## src/rtl/pipe_decode_ctrl.sv

```systemverilog
`default_nettype none
// ============================================================================
// Module   : pipe_decode_ctrl
// Purpose  : ID-stage decoder and ID/EX control register with hazard/flush
//            bubbling, multi-cycle multiply freeze and performance counters.
// Revision : 1.0 - initial release
// ============================================================================
module pipe_decode_ctrl #(
  parameter int OP_LEN  = 4,
  parameter int EXE_LEN = 4,
  parameter int MUL_LAT = 3,
  parameter int CNT_W   = 16
) (
  input  logic               clk,
  input  logic               rst,
  input  logic [OP_LEN-1:0]  op_code,
  input  logic               op_valid,
  input  logic               hazard_detected,
  input  logic               flush,
  output logic               stall_front,
  output logic               ex_valid,
  output logic [EXE_LEN-1:0] ex_cmd,
  output logic [1:0]         ex_branch_cmd,
  output logic               ex_branch_en,
  output logic               ex_is_imm,
  output logic               ex_st_or_bne,
  output logic               ex_wb_en,
  output logic               ex_mem_r_en,
  output logic               ex_mem_w_en,
  output logic               ex_is_comp,
  output logic               ex_is_mul,
  output logic               ex_mov_en,
  output logic               ex_is_clr,
  output logic               ex_is_jump,
  output logic               mul_busy,
  output logic               illegal_op,
  output logic [CNT_W-1:0]   issued_cnt,
  output logic [CNT_W-1:0]   bubble_cnt
);

  localparam logic [3:0] OP_NOP  = 4'd0;
  localparam logic [3:0] OP_ADD  = 4'd1;
  localparam logic [3:0] OP_SUB  = 4'd2;
  localparam logic [3:0] OP_AND  = 4'd3;
  localparam logic [3:0] OP_SLL  = 4'd4;
  localparam logic [3:0] OP_MUL  = 4'd5;
  localparam logic [3:0] OP_COMP = 4'd6;
  localparam logic [3:0] OP_ADDI = 4'd7;
  localparam logic [3:0] OP_MOV  = 4'd8;
  localparam logic [3:0] OP_CLR  = 4'd9;
  localparam logic [3:0] OP_LD   = 4'd10;
  localparam logic [3:0] OP_ST   = 4'd11;
  localparam logic [3:0] OP_BNE  = 4'd12;
  localparam logic [3:0] OP_JMP  = 4'd13;

  localparam logic [EXE_LEN-1:0] EXE_NOP = EXE_LEN'(0);
  localparam logic [EXE_LEN-1:0] EXE_ADD = EXE_LEN'(1);
  localparam logic [EXE_LEN-1:0] EXE_SUB = EXE_LEN'(2);
  localparam logic [EXE_LEN-1:0] EXE_AND = EXE_LEN'(3);
  localparam logic [EXE_LEN-1:0] EXE_SLL = EXE_LEN'(4);
  localparam logic [EXE_LEN-1:0] EXE_MUL = EXE_LEN'(5);

  localparam logic [3:0] MUL_WAIT_LOAD = 4'(MUL_LAT - 1);
  localparam bit         MUL_FREEZES   = (MUL_LAT > 1);

  typedef enum logic [0:0] {
    ST_RUN      = 1'b0,
    ST_MUL_WAIT = 1'b1
  } state_t;

  typedef struct packed {
    logic               valid;
    logic [EXE_LEN-1:0] cmd;
    logic [1:0]         branch_cmd;
    logic               branch_en;
    logic               is_imm;
    logic               st_or_bne;
    logic               wb_en;
    logic               mem_r_en;
    logic               mem_w_en;
    logic               is_comp;
    logic               is_mul;
    logic               mov_en;
    logic               is_clr;
    logic               is_jump;
  } ctrl_t;

  state_t             state_q, state_d;
  logic [3:0]         mul_cnt_q, mul_cnt_d;
  ctrl_t              ex_q, ex_d;
  logic               illegal_op_q, illegal_op_d;
  logic [CNT_W-1:0]   issued_cnt_q, issued_cnt_d;
  logic [CNT_W-1:0]   bubble_cnt_q, bubble_cnt_d;

  ctrl_t              dec;
  logic               op_legal;

  // Opcodes above 13 or with any upper bit set fall outside the legal range.
  assign op_legal = (op_code <= OP_LEN'(13));

  always_comb begin
    dec       = '0;
    dec.valid = 1'b1;
    case (op_code[3:0])
      OP_NOP:  ;
      OP_ADD:  begin dec.cmd = EXE_ADD; dec.wb_en = 1'b1; end
      OP_SUB:  begin dec.cmd = EXE_SUB; dec.wb_en = 1'b1; end
      OP_AND:  begin dec.cmd = EXE_AND; dec.wb_en = 1'b1; end
      OP_SLL:  begin dec.cmd = EXE_SLL; dec.wb_en = 1'b1; end
      OP_MUL:  begin dec.cmd = EXE_MUL; dec.wb_en = 1'b1; dec.is_mul = 1'b1; end
      OP_COMP: begin dec.cmd = EXE_SUB; dec.wb_en = 1'b1; dec.is_comp = 1'b1; end
      OP_ADDI: begin dec.cmd = EXE_ADD; dec.wb_en = 1'b1; dec.is_imm = 1'b1; end
      OP_MOV:  begin dec.cmd = EXE_NOP; dec.is_imm = 1'b1; dec.mov_en = 1'b1; end
      OP_CLR:  begin dec.cmd = EXE_NOP; dec.is_clr = 1'b1; end
      OP_LD: begin
        dec.cmd       = EXE_ADD;
        dec.wb_en     = 1'b1;
        dec.is_imm    = 1'b1;
        dec.st_or_bne = 1'b1;
        dec.mem_r_en  = 1'b1;
      end
      OP_ST: begin
        dec.cmd       = EXE_ADD;
        dec.is_imm    = 1'b1;
        dec.mem_w_en  = 1'b1;
        dec.st_or_bne = 1'b1;
      end
      OP_BNE: begin
        dec.is_imm     = 1'b1;
        dec.branch_en  = 1'b1;
        dec.branch_cmd = 2'd1;
        dec.st_or_bne  = 1'b1;
      end
      OP_JMP: begin
        dec.is_imm     = 1'b1;
        dec.branch_en  = 1'b1;
        dec.branch_cmd = 2'd2;
        dec.is_jump    = 1'b1;
      end
      default: dec = '0;
    endcase
  end

  always_comb begin
    state_d      = state_q;
    mul_cnt_d    = mul_cnt_q;
    ex_d         = '0;
    illegal_op_d = 1'b0;
    issued_cnt_d = issued_cnt_q;
    bubble_cnt_d = bubble_cnt_q;

    if (state_q == ST_MUL_WAIT) begin
      // The multiply is older than any flush, so the wait always runs out.
      bubble_cnt_d = bubble_cnt_q + 1'b1;
      mul_cnt_d    = mul_cnt_q - 1'b1;
      if (mul_cnt_q == 4'd1) begin
        state_d = ST_RUN;
      end
    end else if (flush || hazard_detected) begin
      bubble_cnt_d = bubble_cnt_q + 1'b1;
    end else if (op_valid) begin
      if (!op_legal) begin
        illegal_op_d = 1'b1;
        bubble_cnt_d = bubble_cnt_q + 1'b1;
      end else begin
        ex_d         = dec;
        issued_cnt_d = issued_cnt_q + 1'b1;
        if (dec.is_mul && MUL_FREEZES) begin
          state_d   = ST_MUL_WAIT;
          mul_cnt_d = MUL_WAIT_LOAD;
        end
      end
    end
  end

  always_ff @(posedge clk) begin
    if (rst) begin
      state_q      <= ST_RUN;
      mul_cnt_q    <= '0;
      ex_q         <= '0;
      illegal_op_q <= 1'b0;
      issued_cnt_q <= '0;
      bubble_cnt_q <= '0;
    end else begin
      state_q      <= state_d;
      mul_cnt_q    <= mul_cnt_d;
      ex_q         <= ex_d;
      illegal_op_q <= illegal_op_d;
      issued_cnt_q <= issued_cnt_d;
      bubble_cnt_q <= bubble_cnt_d;
    end
  end

  assign mul_busy      = (state_q == ST_MUL_WAIT);
  assign stall_front   = mul_busy | (hazard_detected & ~flush);

  assign ex_valid      = ex_q.valid;
  assign ex_cmd        = ex_q.cmd;
  assign ex_branch_cmd = ex_q.branch_cmd;
  assign ex_branch_en  = ex_q.branch_en;
  assign ex_is_imm     = ex_q.is_imm;
  assign ex_st_or_bne  = ex_q.st_or_bne;
  assign ex_wb_en      = ex_q.wb_en;
  assign ex_mem_r_en   = ex_q.mem_r_en;
  assign ex_mem_w_en   = ex_q.mem_w_en;
  assign ex_is_comp    = ex_q.is_comp;
  assign ex_is_mul     = ex_q.is_mul;
  assign ex_mov_en     = ex_q.mov_en;
  assign ex_is_clr     = ex_q.is_clr;
  assign ex_is_jump    = ex_q.is_jump;
  assign illegal_op    = illegal_op_q;
  assign issued_cnt    = issued_cnt_q;
  assign bubble_cnt    = bubble_cnt_q;

endmodule
`default_nettype wire

```

## config.mk

```make
export PLATFORM = sky130hd
export DESIGN_NAME = pipe_decode_ctrl
export DESIGN_NICKNAME = d
export VERILOG_FILES = /design/src/rtl/pipe_decode_ctrl.sv
export SDC_FILE = /design/constraint.sdc
export NUM_CORES = 1
export LEC_CHECK = 0
export CELL_PAD_IN_SITES_DETAIL_PLACEMENT = 1
export CELL_PAD_IN_SITES_GLOBAL_PLACEMENT = 1
export CORE_ASPECT_RATIO = 1.2
export CORE_MARGIN = 2
export CORE_UTILIZATION = 36
export DETAILED_ROUTE_END_ITERATION = 10
export GPL_TIMING_DRIVEN = 0
export PLACE_DENSITY_LB_ADDON = 0.1
export SYNTH_ARGS = -nofsm -noshare
export SYNTH_HDL_FRONTEND = slang
export SYNTH_SLANG_ARGS = --single-unit
```

## constraint.sdc

```tcl
create_clock -name clk -period 2.1 [get_ports clk]
set_input_delay 0.21 -clock clk [delete_from_list [all_inputs] [get_ports clk]]
set_output_delay 0.21 -clock clk [all_outputs]
set_load 0.03 [all_outputs]
```

==> results_dict.tcl <==
set metrics [dict create \
    setup.worst_path.start_class "register" \
    grt_overflow 0 \
    power.share.sequential_pct 57.6 \
    die-width_microns 78.14 \
    cts_tree "yes" \
    layout-drive-gt1-share_pct 7.463 \
    start_util_pct 37.07 \
    p_per_area_nw_per_um2 569.0 \
    drtPass1Iterations 6 \
    coreArea_sq_um 6406 \
    cap_violations 0 \
    die_area_sq_um 7265 \
    slew_headroom_pct 52.34 \
    hold_path.class "in -> reg" \
    die_h_microns 92.97 \
    ys_ff_latch 54 \
    clock_latency_ps 310 \
    cp_max_fo 4 \
    worstSetupEndpointType "register" \
    pwr-share-clk_pct 33.4 \
    h-tree-depth 2 \
    fin_util_pct 49.82 \
    grt_pass1_wl_microns 10460 \
    synth_cells 265 \
    fin_crit_sh_pct 95.19 \
    avgSynthCellArea_sq_um 8.961 \
    fmax_ghz 0.5002 \
    syn2layout_area_growth_pct 34.40 \
    switching_power_uw 476.8 \
    pre_cts_ws_ps -418.5 \
    syn-num-nets 278 \
    final_hold_viol_count 0 \
    clock-root-buffer "clkbuf_8" \
    grt_max_degree 19 \
    fin_ws_ps 101.0 \
    port_buffers 59 \
    io_pins 62 \
    drc_errors 0 \
    rows 32 \
    regArea_sq_um 1081 \
    grt_use_total_pct 17.89 \
    leakage_uw 0.001093 \
    clockBufferDepth 2 \
    cts.clk_slew.worst_paths_ps 100 \
    final.setup.tns_ps 0 \
    setup_violations 0 \
    outcome "finished, final reports clean" \
    layout_min_cycle_time_ps 1999 \
    layout_common_cells "clkdlybuf4s50_1 (56), dfxtp_1 (54), nor2_1 (28)" \
    final_common_cell "clkdlybuf4s50_1" \
    antenna_found_initial 0 \
    skew_ps 4.498 \
    initialDrtViolationCount 58 \
    cp.arrival_ps 2240 \
    yosys_warnings 0 \
    p_comb_share_pct 9.0 \
    ant_nets 0 \
    worst-setup-path-type "reg -> reg" \
    vdd_ir_drop_max_uv 299.6 \
    synth_area_sq_um 2375 \
    ctsHoldBuffers 0 \
    multiInputGateArea_sq_um 1186 \
    grt_pass1_vias 2229 \
    p_int_uw 1339 \
    wl_microns 6296 \
    numCtsBuffers 5 \
    dp.cells 409 \
    clock-sinks 54 \
    gp_congestion 0.7719 \
    stdcell_count 420 \
    tightest_slew_ps 709.5 \
    nFillCells 764 \
    vias 2211 \
    vias_per_cell 5.264 \
    total_power_uw 1816 \
    yosysSeqAreaShare_pct 45.52 \
    diodes 0 \
    critPathRequiredTime_ps 2350 \
    post_drt_wl_per_cell_microns 14.99 \
    dp_hpwl_microns 4667 \
    final_nets 347 \
    ys_types 49 \
    report.final.slew_viol_count 0 \
    p_sw_share_pct 26.26 \
]
## state kept, by name, indices dropped and copies added, names as in the netlist
name	count
bubble_cnt	16
ex_branch_cmd	1
ex_branch_en	1
ex_cmd	3
ex_is_clr	1
ex_is_comp	1
ex_is_imm	1
ex_is_jump	1
ex_is_mul	1
ex_mem_r_en	1
ex_mem_w_en	1
ex_mov_en	1
ex_st_or_bne	1
ex_valid	1
ex_wb_en	1
illegal_op	1
issued_cnt	16
mul_busy	1
mul_cnt_q	4
## final cells by class
type / count / area share, %
inverter: 10 / 1.176
multi-input combinational: 190 / 37.16
clock inverter: 3 / 0.7840
clock buffer: 5 / 2.156
timing repair buffer: 62 / 19.33
tap: 85 / 3.332
buffer: 11 / 2.195
sequential: 54 / 33.87
## metal layers
layer	global-route usage (%)	wire, microns	vias to the layer above
li1	-	-	1096
met1	22.00	2901	1068
met2	31.18	3061	42
met3	4.633	275	5
met4	4.386	57	0
met5	0	0	-
## path summary, 6_finish.rpt
path / startpoint / to / slack (ps) / depth (start not counted)
max reg2reg: mul_busy / issued_cnt[14] / 100 / 4
min reg2reg: issued_cnt[15] / issued_cnt[15] / 490 / 2
min: rst / issued_cnt[10] / 140 / 2
max: mul_busy / issued_cnt[14] / 100 / 4
## cells by family after synthesis
logic type | synth area share, %
simple gates | 27.50
buf+inv | 4.531
other cells | 0.1579
xor+xnor | 5.901
fa+ha+maj | 2.108
mux | 1.317
flops | 45.52
compound gates | 12.96
## worst max-delay path: stages (launching register included)
cell,delay (ps)
dfxtp_1,330
or4b_4,590
or4_4,550
or3_1,320
a21oi_1,140
## Yosys cell counts (all sizes together)
cell	count	share of area, %
nor2b	1	0.26
nand3	15	3.2
nand2	21	3.3
nor3	7	1.5
nor4b	4	2.1
nor4	2	0.53
o211ai	2	0.63
buf	3	0.84
a211o	1	0.37
mux2i	2	0.84
conb	1	0.16
or3	6	1.6
dfxtp	54	46
nor4bb	1	0.42
mux2	1	0.47
o31ai	7	2.2
o41ai	1	0.37
a211oi	3	0.95
nand2b	1	0.26
or4	8	2.7
xor2	8	3.0
o311a	1	0.42
or4b	1	0.58
and3	4	1.1
nor2	28	4.4
nand4bb	1	0.47
a31oi	1	0.26
xnor2	8	3.0
nand4b	2	0.74
o311ai	1	0.37
clkbuf	8	2.1
nand4	7	1.8
a21o	1	0.32
a221oi	1	0.37
and4	5	1.9
a21oi	19	4.0
nor3b	1	0.32
o21ai	11	2.3
a31o	1	0.37
ha	4	2.1
inv	10	1.6
or2	1	0.26
## what timing repair did
action / 4_1_cts / 5_1_grt
hold endpoints to repair: 0 / 0
pin swaps: 2 / 1
endpoints found under the setup margin: 4 / 3
resized for setup: 1 / 3
buffers inserted: 1 / 2
## stage by stage
step | area [sq um] | hold slack, ps
floorplan | 2375 | 360.7
global placement | 3072 | 461.0
detailed placement | 3072 | 476.7
CTS | 3172 | 134.1
global route | 3192 | 135.1
finish | 3192 | 142.3
## power groups by stage
stage / Clock [uW] / Sequential [uW] / Combinational, uW
3_3_place_gp: 0 / 1070 / 160
2_1_floorplan: 0 / 1090 / 76.0
4_1_cts: 636 / 1050 / 164
6_report: 607 / 1050 / 163
3_5_place_dp: 0 / 1070 / 163
5_1_grt: 675 / 1050 / 179
(Power assumes the default switching activity.)
